==> config.mk <==
export PLATFORM = sky130hd
export DESIGN_NAME = regfile_writeback_flat
export DESIGN_NICKNAME = d
export VERILOG_FILES = /design/src/rtl/regfile_writeback_if.sv /design/src/rtl/regfile_writeback.sv /design/src/flat_wrapper.sv
export SDC_FILE = /design/constraint.sdc
export NUM_CORES = 1
export LEC_CHECK = 0
export BUFFER_PORTS_ARGS = -buffer_cell sky130_fd_sc_hd__buf_2
export CAP_MARGIN = 10
export CELL_PAD_IN_SITES_DETAIL_PLACEMENT = 1
export CELL_PAD_IN_SITES_GLOBAL_PLACEMENT = 2
export CORE_UTILIZATION = 43
export CTS_CLUSTER_DIAMETER = 100
export DETAILED_ROUTE_END_ITERATION = 6
export PLACE_DENSITY_LB_ADDON = 0.1
export SETUP_SLACK_MARGIN = 0.3
export SYNTH_ARGS = -nofsm -noshare
export SYNTH_HDL_FRONTEND = slang
export SYNTH_SLANG_ARGS = --single-unit
==> constraint.sdc <==
create_clock -name clk -period 16.95 [get_ports clk]
set_clock_uncertainty 0.15 [all_clocks]
set_input_delay 2.5425 -clock clk [delete_from_list [all_inputs] [get_ports clk]]
set_output_delay 2.5425 -clock clk [all_outputs]
set_load 0.02 [all_outputs]
==> src/rtl/regfile_writeback_if.sv <==
// Bundle of the producer channels, flush, register-file write port and status
// outputs of regfile_writeback. The master side produces results; the slave is the block.
interface regfile_writeback_if #(
  parameter int DEPTH = 4,
  parameter int AW    = 5,
  parameter int DW    = 32
);
  localparam int CW = $clog2(DEPTH) + 1;

  logic          alu_valid;
  logic          alu_ready;
  logic [AW-1:0] alu_wta;
  logic [DW-1:0] alu_wtd;
  logic          mem_valid;
  logic          mem_ready;
  logic [AW-1:0] mem_wta;
  logic [DW-1:0] mem_wtd;
  logic          flush;
  logic [AW-1:0] wta;
  logic [DW-1:0] wtd;
  logic          cnt;
  logic [31:0]   pend_mask;
  logic [CW-1:0] count;

  modport master (
    output alu_valid, alu_wta, alu_wtd,
    output mem_valid, mem_wta, mem_wtd,
    output flush,
    input  alu_ready, mem_ready,
    input  wta, wtd, cnt, pend_mask, count
  );

  modport slave (
    input  alu_valid, alu_wta, alu_wtd,
    input  mem_valid, mem_wta, mem_wtd,
    input  flush,
    output alu_ready, mem_ready,
    output wta, wtd, cnt, pend_mask, count
  );
endinterface

==> src/rtl/regfile_writeback.sv <==
// In-order write-back queue feeding the register-file write port, with an empty-queue
// bypass and a pending-write scoreboard for RAW hazard stalls in decode.
module regfile_writeback #(
  parameter int DEPTH = 4,
  parameter int AW    = 5,
  parameter int DW    = 32
) (
  input  logic               clk,
  input  logic               rst_n,
  regfile_writeback_if.slave bus
);

  localparam int PW = $clog2(DEPTH);
  localparam int CW = PW + 1;

  typedef struct packed {
    logic [AW-1:0] wta;
    logic [DW-1:0] wtd;
  } entry_t;

  entry_t        mem_q [DEPTH];
  logic [PW-1:0] rd_ptr_q, rd_ptr_d;
  logic [PW-1:0] wr_ptr_q, wr_ptr_d;
  logic [CW-1:0] count_q,  count_d;
  entry_t        out_q,    out_d;
  logic          cnt_q,    cnt_d;

  logic [CW-1:0] free;
  logic          mem_ready, alu_ready;
  logic          mem_keep, alu_keep;
  logic          empty;
  entry_t        arr [2];
  logic [1:0]    n_arr;
  logic          push0, push1;
  entry_t        push_data0, push_data1;
  logic [31:0]   pend_d;

  // Ready looks only at registered occupancy, so a pop never frees a slot early.
  assign free      = CW'(DEPTH) - count_q;
  assign mem_ready = (free != '0);
  assign alu_ready = (free >= CW'(2)) || ((free != '0) && !bus.mem_valid);

  // Writes to x0 are accepted on the handshake but never queued or driven.
  assign mem_keep = bus.mem_valid && mem_ready && (bus.mem_wta != '0);
  assign alu_keep = bus.alu_valid && alu_ready && (bus.alu_wta != '0);
  assign empty    = (count_q == '0);

  // Arrivals in age order: MEM is older than ALU when both land together.
  // NOTE: every variable assigned in an always_comb gets a default first, so no latch is inferred.
  always_comb begin
    arr[0] = '{wta: bus.mem_wta, wtd: bus.mem_wtd};
    arr[1] = '{wta: bus.alu_wta, wtd: bus.alu_wtd};
    n_arr  = 2'd0;
    if (mem_keep && alu_keep) begin
      n_arr = 2'd2;
    end else if (mem_keep) begin
      n_arr = 2'd1;
    end else if (alu_keep) begin
      arr[0] = '{wta: bus.alu_wta, wtd: bus.alu_wtd};
      n_arr  = 2'd1;
    end
  end

  always_comb begin
    out_d      = out_q;
    cnt_d      = 1'b0;
    rd_ptr_d   = rd_ptr_q;
    wr_ptr_d   = wr_ptr_q;
    count_d    = count_q;
    push0      = 1'b0;
    push1      = 1'b0;
    push_data0 = arr[0];
    push_data1 = arr[1];

    if (bus.flush) begin
      // The write already on the port completes at this edge; queue and arrivals are dropped.
      rd_ptr_d = '0;
      wr_ptr_d = '0;
      count_d  = '0;
    end else begin
      if (!empty) begin
        out_d    = mem_q[rd_ptr_q];
        cnt_d    = 1'b1;
        rd_ptr_d = rd_ptr_q + PW'(1);
        push0    = (n_arr != 2'd0);
        push1    = (n_arr == 2'd2);
      end else if (n_arr != 2'd0) begin
        // Empty queue: the oldest arrival goes straight to the port, a second one queues.
        out_d      = arr[0];
        cnt_d      = 1'b1;
        push0      = (n_arr == 2'd2);
        push_data0 = arr[1];
      end
      wr_ptr_d = wr_ptr_q + PW'(push0) + PW'(push1);
      count_d  = count_q + CW'(push0) + CW'(push1) - CW'(!empty);
    end
  end

  // NOTE: queue storage has no reset; occupancy is tracked by count/pointers, so stale slots are never read.
  always_ff @(posedge clk) begin
    if (push0) mem_q[wr_ptr_q] <= push_data0;
    if (push1) mem_q[wr_ptr_q + PW'(1)] <= push_data1;
  end

  // NOTE: sequential state uses non-blocking assignments so every register samples pre-edge values.
  always_ff @(posedge clk or negedge rst_n) begin
    if (!rst_n) begin
      rd_ptr_q <= '0;
      wr_ptr_q <= '0;
      count_q  <= '0;
      out_q    <= '0;
      cnt_q    <= 1'b0;
    end else begin
      rd_ptr_q <= rd_ptr_d;
      wr_ptr_q <= wr_ptr_d;
      count_q  <= count_d;
      out_q    <= out_d;
      cnt_q    <= cnt_d;
    end
  end

  // Scoreboard: a slot is live when its distance from the read pointer is below count.
  always_comb begin
    pend_d = '0;
    for (int i = 0; i < DEPTH; i++) begin
      if ({1'b0, PW'(PW'(i) - rd_ptr_q)} < count_q) begin
        pend_d[mem_q[i].wta] = 1'b1;
      end
    end
    if (cnt_q) pend_d[out_q.wta] = 1'b1;
  end

  assign bus.alu_ready = alu_ready;
  assign bus.mem_ready = mem_ready;
  assign bus.wta       = out_q.wta;
  assign bus.wtd       = out_q.wtd;
  assign bus.cnt       = cnt_q;
  assign bus.count     = count_q;
  assign bus.pend_mask = pend_d;

endmodule
==> src/flat_wrapper.sv <==
// flat-port wrapper written by rule: the top's interface ports become plain ports
module regfile_writeback_flat 
#(
  parameter int DEPTH = 4,
  parameter int AW    = 5,
  parameter int DW    = 32
)
  (clk, rst_n, bus_alu_valid, bus_alu_wta, bus_alu_wtd, bus_mem_valid, bus_mem_wta, bus_mem_wtd, bus_flush, bus_alu_ready, bus_mem_ready, bus_wta, bus_wtd, bus_cnt, bus_pend_mask, bus_count);
  regfile_writeback_if #(.DEPTH(DEPTH), .AW(AW), .DW(DW)) bus_i ();
  input  logic clk;
  input  logic rst_n;
  input wire logic [$bits(bus_i.alu_valid)-1:0] bus_alu_valid;
  input wire logic [$bits(bus_i.alu_wta)-1:0] bus_alu_wta;
  input wire logic [$bits(bus_i.alu_wtd)-1:0] bus_alu_wtd;
  input wire logic [$bits(bus_i.mem_valid)-1:0] bus_mem_valid;
  input wire logic [$bits(bus_i.mem_wta)-1:0] bus_mem_wta;
  input wire logic [$bits(bus_i.mem_wtd)-1:0] bus_mem_wtd;
  input wire logic [$bits(bus_i.flush)-1:0] bus_flush;
  output wire logic [$bits(bus_i.alu_ready)-1:0] bus_alu_ready;
  output wire logic [$bits(bus_i.mem_ready)-1:0] bus_mem_ready;
  output wire logic [$bits(bus_i.wta)-1:0] bus_wta;
  output wire logic [$bits(bus_i.wtd)-1:0] bus_wtd;
  output wire logic [$bits(bus_i.cnt)-1:0] bus_cnt;
  output wire logic [$bits(bus_i.pend_mask)-1:0] bus_pend_mask;
  output wire logic [$bits(bus_i.count)-1:0] bus_count;
  assign bus_i.alu_valid = bus_alu_valid;
  assign bus_i.alu_wta = bus_alu_wta;
  assign bus_i.alu_wtd = bus_alu_wtd;
  assign bus_i.mem_valid = bus_mem_valid;
  assign bus_i.mem_wta = bus_mem_wta;
  assign bus_i.mem_wtd = bus_mem_wtd;
  assign bus_i.flush = bus_flush;
  assign bus_alu_ready = bus_i.alu_ready;
  assign bus_mem_ready = bus_i.mem_ready;
  assign bus_wta = bus_i.wta;
  assign bus_wtd = bus_i.wtd;
  assign bus_cnt = bus_i.cnt;
  assign bus_pend_mask = bus_i.pend_mask;
  assign bus_count = bus_i.count;
  regfile_writeback #(.DEPTH(DEPTH), .AW(AW), .DW(DW)) u_core (.clk(clk), .rst_n(rst_n), .bus(bus_i));
endmodule
==> results.sh <==
export IMPL_fin_crit_ns=6.46
export IMPL_worst_pin_slew_ns=0.971
export IMPL_core_area_um2=26900
export IMPL_cts_tree="done"
export IMPL_min_delay_worst_endpoint="u_core.bus.wtd[26]"
export IMPL_rr_startpoint="u_core.bus.count[1]"
export IMPL_antenna_cells=0
export IMPL_worstSetupEndpointType="output pin"
export IMPL_swShare=0.426
export IMPL_totalPowerFinal_w=0.00247
export IMPL_syn_inst=935
export IMPL_synth_edf_count=148
export IMPL_fin_setup_tns_ns=0
export IMPL_wl_per_cell_um=26.6
export IMPL_grt_antenna_before_repair=0
export IMPL_switchingPower_w=0.00105
export IMPL_start_util=0.437
export IMPL_wl_mm=37.4
export IMPL_dr_pass1_iters=5
export IMPL_die_area_um2=28000
export IMPL_io_pins=154
export IMPL_cp_max_fo=41
export IMPL_die_y_um=167
export IMPL_nets=1147
export IMPL_setup_ws_ns=10.49
export IMPL_synth_top_cell_area_share=0.379
export IMPL_clock_fmax_mhz=155
export IMPL_portBuffers=153
export IMPL_vias=8778
export IMPL_die_width_um=167
export IMPL_cts_buffers_inserted=17
export IMPL_path_class="flip-flop to output pin"
export IMPL_crit_start="u_core.rd_ptr_q[1]"
export IMPL_rows=60
export IMPL_rsz0062_at_grt="false"
export IMPL_p_comb_frac=0.524
export IMPL_yosys_top_cells_area="edfxtp_1, dfrtp_1, mux2_2, mux2_4, mux4_2"
export IMPL_dpl_hpwl_mm=24.1
export IMPL_power_frac_seq=0.312
export IMPL_avgSynthCellArea_um2=12.6
export IMPL_grt_ovfl_total=0
export IMPL_arrival_ns=3.76
export IMPL_layout_worst_path_cycle_share=0.381
export IMPL_power_frac_clock=0.164
export IMPL_p_leak_nw=4.93
export IMPL_via_per_inst=6.23
export IMPL_first_iter_violations=808
export IMPL_hp_class="flip-flop to flip-flop"
export IMPL_cts_repair_resized=0
export IMPL_root_buffer="clkbuf_16"
export IMPL_holdCritStartpoint="u_core.bus.wtd[26]"
export IMPL_reg2reg_slack_ns=11.79
export IMPL_synth_ff_type="edfxtp_1"
export IMPL_outcome="complete, no violations"
export IMPL_rr_worst_depth=12
export IMPL_drc=0
export IMPL_synthToLayoutAreaGrowth_pct=13.2
export IMPL_clock_path_buffers=2
export IMPL_ant_nets=0
export IMPL_finalHoldViolations=0
export IMPL_clkTransAtPathRegs_ns=0.08
export IMPL_vdd_drop_max_v=0.000134
export IMPL_grt_max_degree=85
export IMPL_p_per_area_nw_per_um2=186
export IMPL_synth_area_um2=11700
export IMPL_synth_distinct_cells=56
export IMPL_r2r_end="u_core.mem_q[2][13]"
export IMPL_seq_area_frac_synth=0.475
export IMPL_cts_sinks=193
export IMPL_ys_seq_elements=193
export IMPL_grt_pass1_wl_mm=57.4
export IMPL_cts_max_level=4
export IMPL_post_cts_setup_buffer_count=0
export IMPL_async_flop_share=0.233
export IMPL_holdPathStages=2
export IMPL_clk_latency_ns=0.44
export IMPL_setup_viol=0
export IMPL_maxSlewViolCount=0
export IMPL_n_fill_cell=2844
export IMPL_grt_pass1_vias=9004
export IMPL_grt_usage=0.273
export IMPL_place_congestion=0.963
export IMPL_holdWs_ns=0.333
export IMPL_postCtsHoldBufs=0
export IMPL_drive_gt1_frac=0.383
export IMPL_critical_path_required_ns=14.26
export IMPL_syn_nets=1028
export IMPL_cp_start_kind="flip-flop"
export IMPL_p_int_w=0.00142
export IMPL_max_cap_viol_count=0
export IMPL_synth_warnings=0
export IMPL_slew_headroom=0.352
export IMPL_dp_worst_setup_slack_ns=10.29
export IMPL_yosysTopAreaCell="edfxtp_1"
==> worst max-delay path, stage by stage (launching register included) <==
cell and delay [ns]:
dfrtp_2 0.35, buf_4 0.54, inv_1 0.11, ha_1 0.31, a21boi_0 0.12, o21ai_0 0.57, nand2b_1 0.56, nor4_1 0.35
or4_1 0.21, buf_2 0.18
==> worst max path at each step <==
stage | endpoint | slack (ns)
after floorplan | u_core.mem_q[3][0] | 9.45
after global placement | u_core.mem_q[2][6] | 10.38
after detailed placement | u_core.mem_q[2][13] | 10.29
after CTS | bus_pend_mask[0] | 10.52
after global routing | bus_pend_mask[0] | 10.29
final | bus_pend_mask[0] | 10.49
==> synth_stat cells (11+ instances only) <==
cell	n
o22ai_1	51
nand2b_1	13
nand3_1	26
o21ai_1	37
dfrtp_1	45
clkbuf_1	49
nand2_1	71
or3_1	25
mux4_2	37
nor2_1	44
mux2_4	60
o21ai_0	11
nor2b_1	24
o221ai_1	35
mux2_2	87
edfxtp_1	148
nor3b_1	38
inv_1	12
ha_1	11
==> state kept, by name, summed over array words and instances (netlist names) <==
name              cells
u_core.bus.wtd       32
u_core.bus.cnt        1
u_core.wr_ptr_q       2
u_core.bus.count      3
u_core.rd_ptr_q       2
u_core.bus.wta        5
u_core.mem_q        148
==> layer usage <==
layer | track usage | up-vias | wire (µm)
li1 | - | 3898 | -
met1 | 0.366 | 4533 | 16400
met2 | 0.459 | 295 | 18600
met3 | 0.0310 | 52 | 1490
met4 | 0.0969 | 0 | 996
met5 | 0 | - | 0
==> stage by stage <==
stage	instance area [µm²]	cells	util
3_5_place_dp	12700	1375	0.472
6_report	13300	1408	0.494
2_1_floorplan	11700	935	-
4_1_cts	13300	1407	0.494
3_3_place_gp	12700	1374	0.471
5_1_grt	13300	1408	0.494
==> power groups by stage <==
stage	clock network, W	registers, W	logic, W
6_report	0.000405	0.000771	0.00130
5_1_grt	0.000426	0.000784	0.00139
4_1_cts	0.000413	0.000770	0.00131
3_3_place_gp	0	0.000776	0.00128
2_1_floorplan	0	0.000789	0.000937
3_5_place_dp	0	0.000780	0.00130
==> placed cells by master (no fill, tap or decap), drive strengths merged, types with 4 or more instances in the layout <==
cell / Yosys / routed
edfxtp: 148 / 148
clkbuf: 49 / 18
or3: 25 / 25
o221ai: 35 / 35
dfrtp: 45 / 45
xnor2: 5 / 5
inv: 12 / 19
or4: 6 / 6
nand3: 26 / 26
mux4: 37 / 37
clkinv: 0 / 7
nor2: 45 / 45
nor3b: 38 / 38
ha: 11 / 11
nor4: 9 / 9
nand3b: 4 / 4
mux2: 148 / 148
o211ai: 5 / 5
o21ai: 50 / 50
buf: 22 / 171
nor2b: 24 / 24
o32ai: 5 / 5
nor3: 11 / 11
nand2: 71 / 71
o22ai: 51 / 51
a21oi: 6 / 6
or2: 6 / 6
nand4: 5 / 5
nand2b: 13 / 13
==> cell type report <==
| type | instances | area, µm² | area share |
|---|---|---|---|
| well taps | 341 | 427 | 0.0321 |
| clock buffers | 18 | 429 | 0.0323 |
| flip-flops and latches | 193 | 5570 | 0.419 |
| inverters | 12 | 45.0 | 0.00339 |
| repair buffers | 171 | 912 | 0.0687 |
| clock inverters | 14 | 163 | 0.0122 |
| multi-input cells | 659 | 5740 | 0.432 |
==> cell families (layout without fill, tap and decap cells) <==
logic type | count (synthesis) | after routing | share of synthesized area
buf+inv | 83 | 215 | 0.0390
flops | 193 | 193 | 0.475
mux | 186 | 186 | 0.233
simple gates | 285 | 285 | 0.132
compound gates | 169 | 169 | 0.101
fa+ha+maj | 14 | 14 | 0.0168
xor+xnor | 5 | 5 | 0.00373
Power figures use the tool's default switching activity.
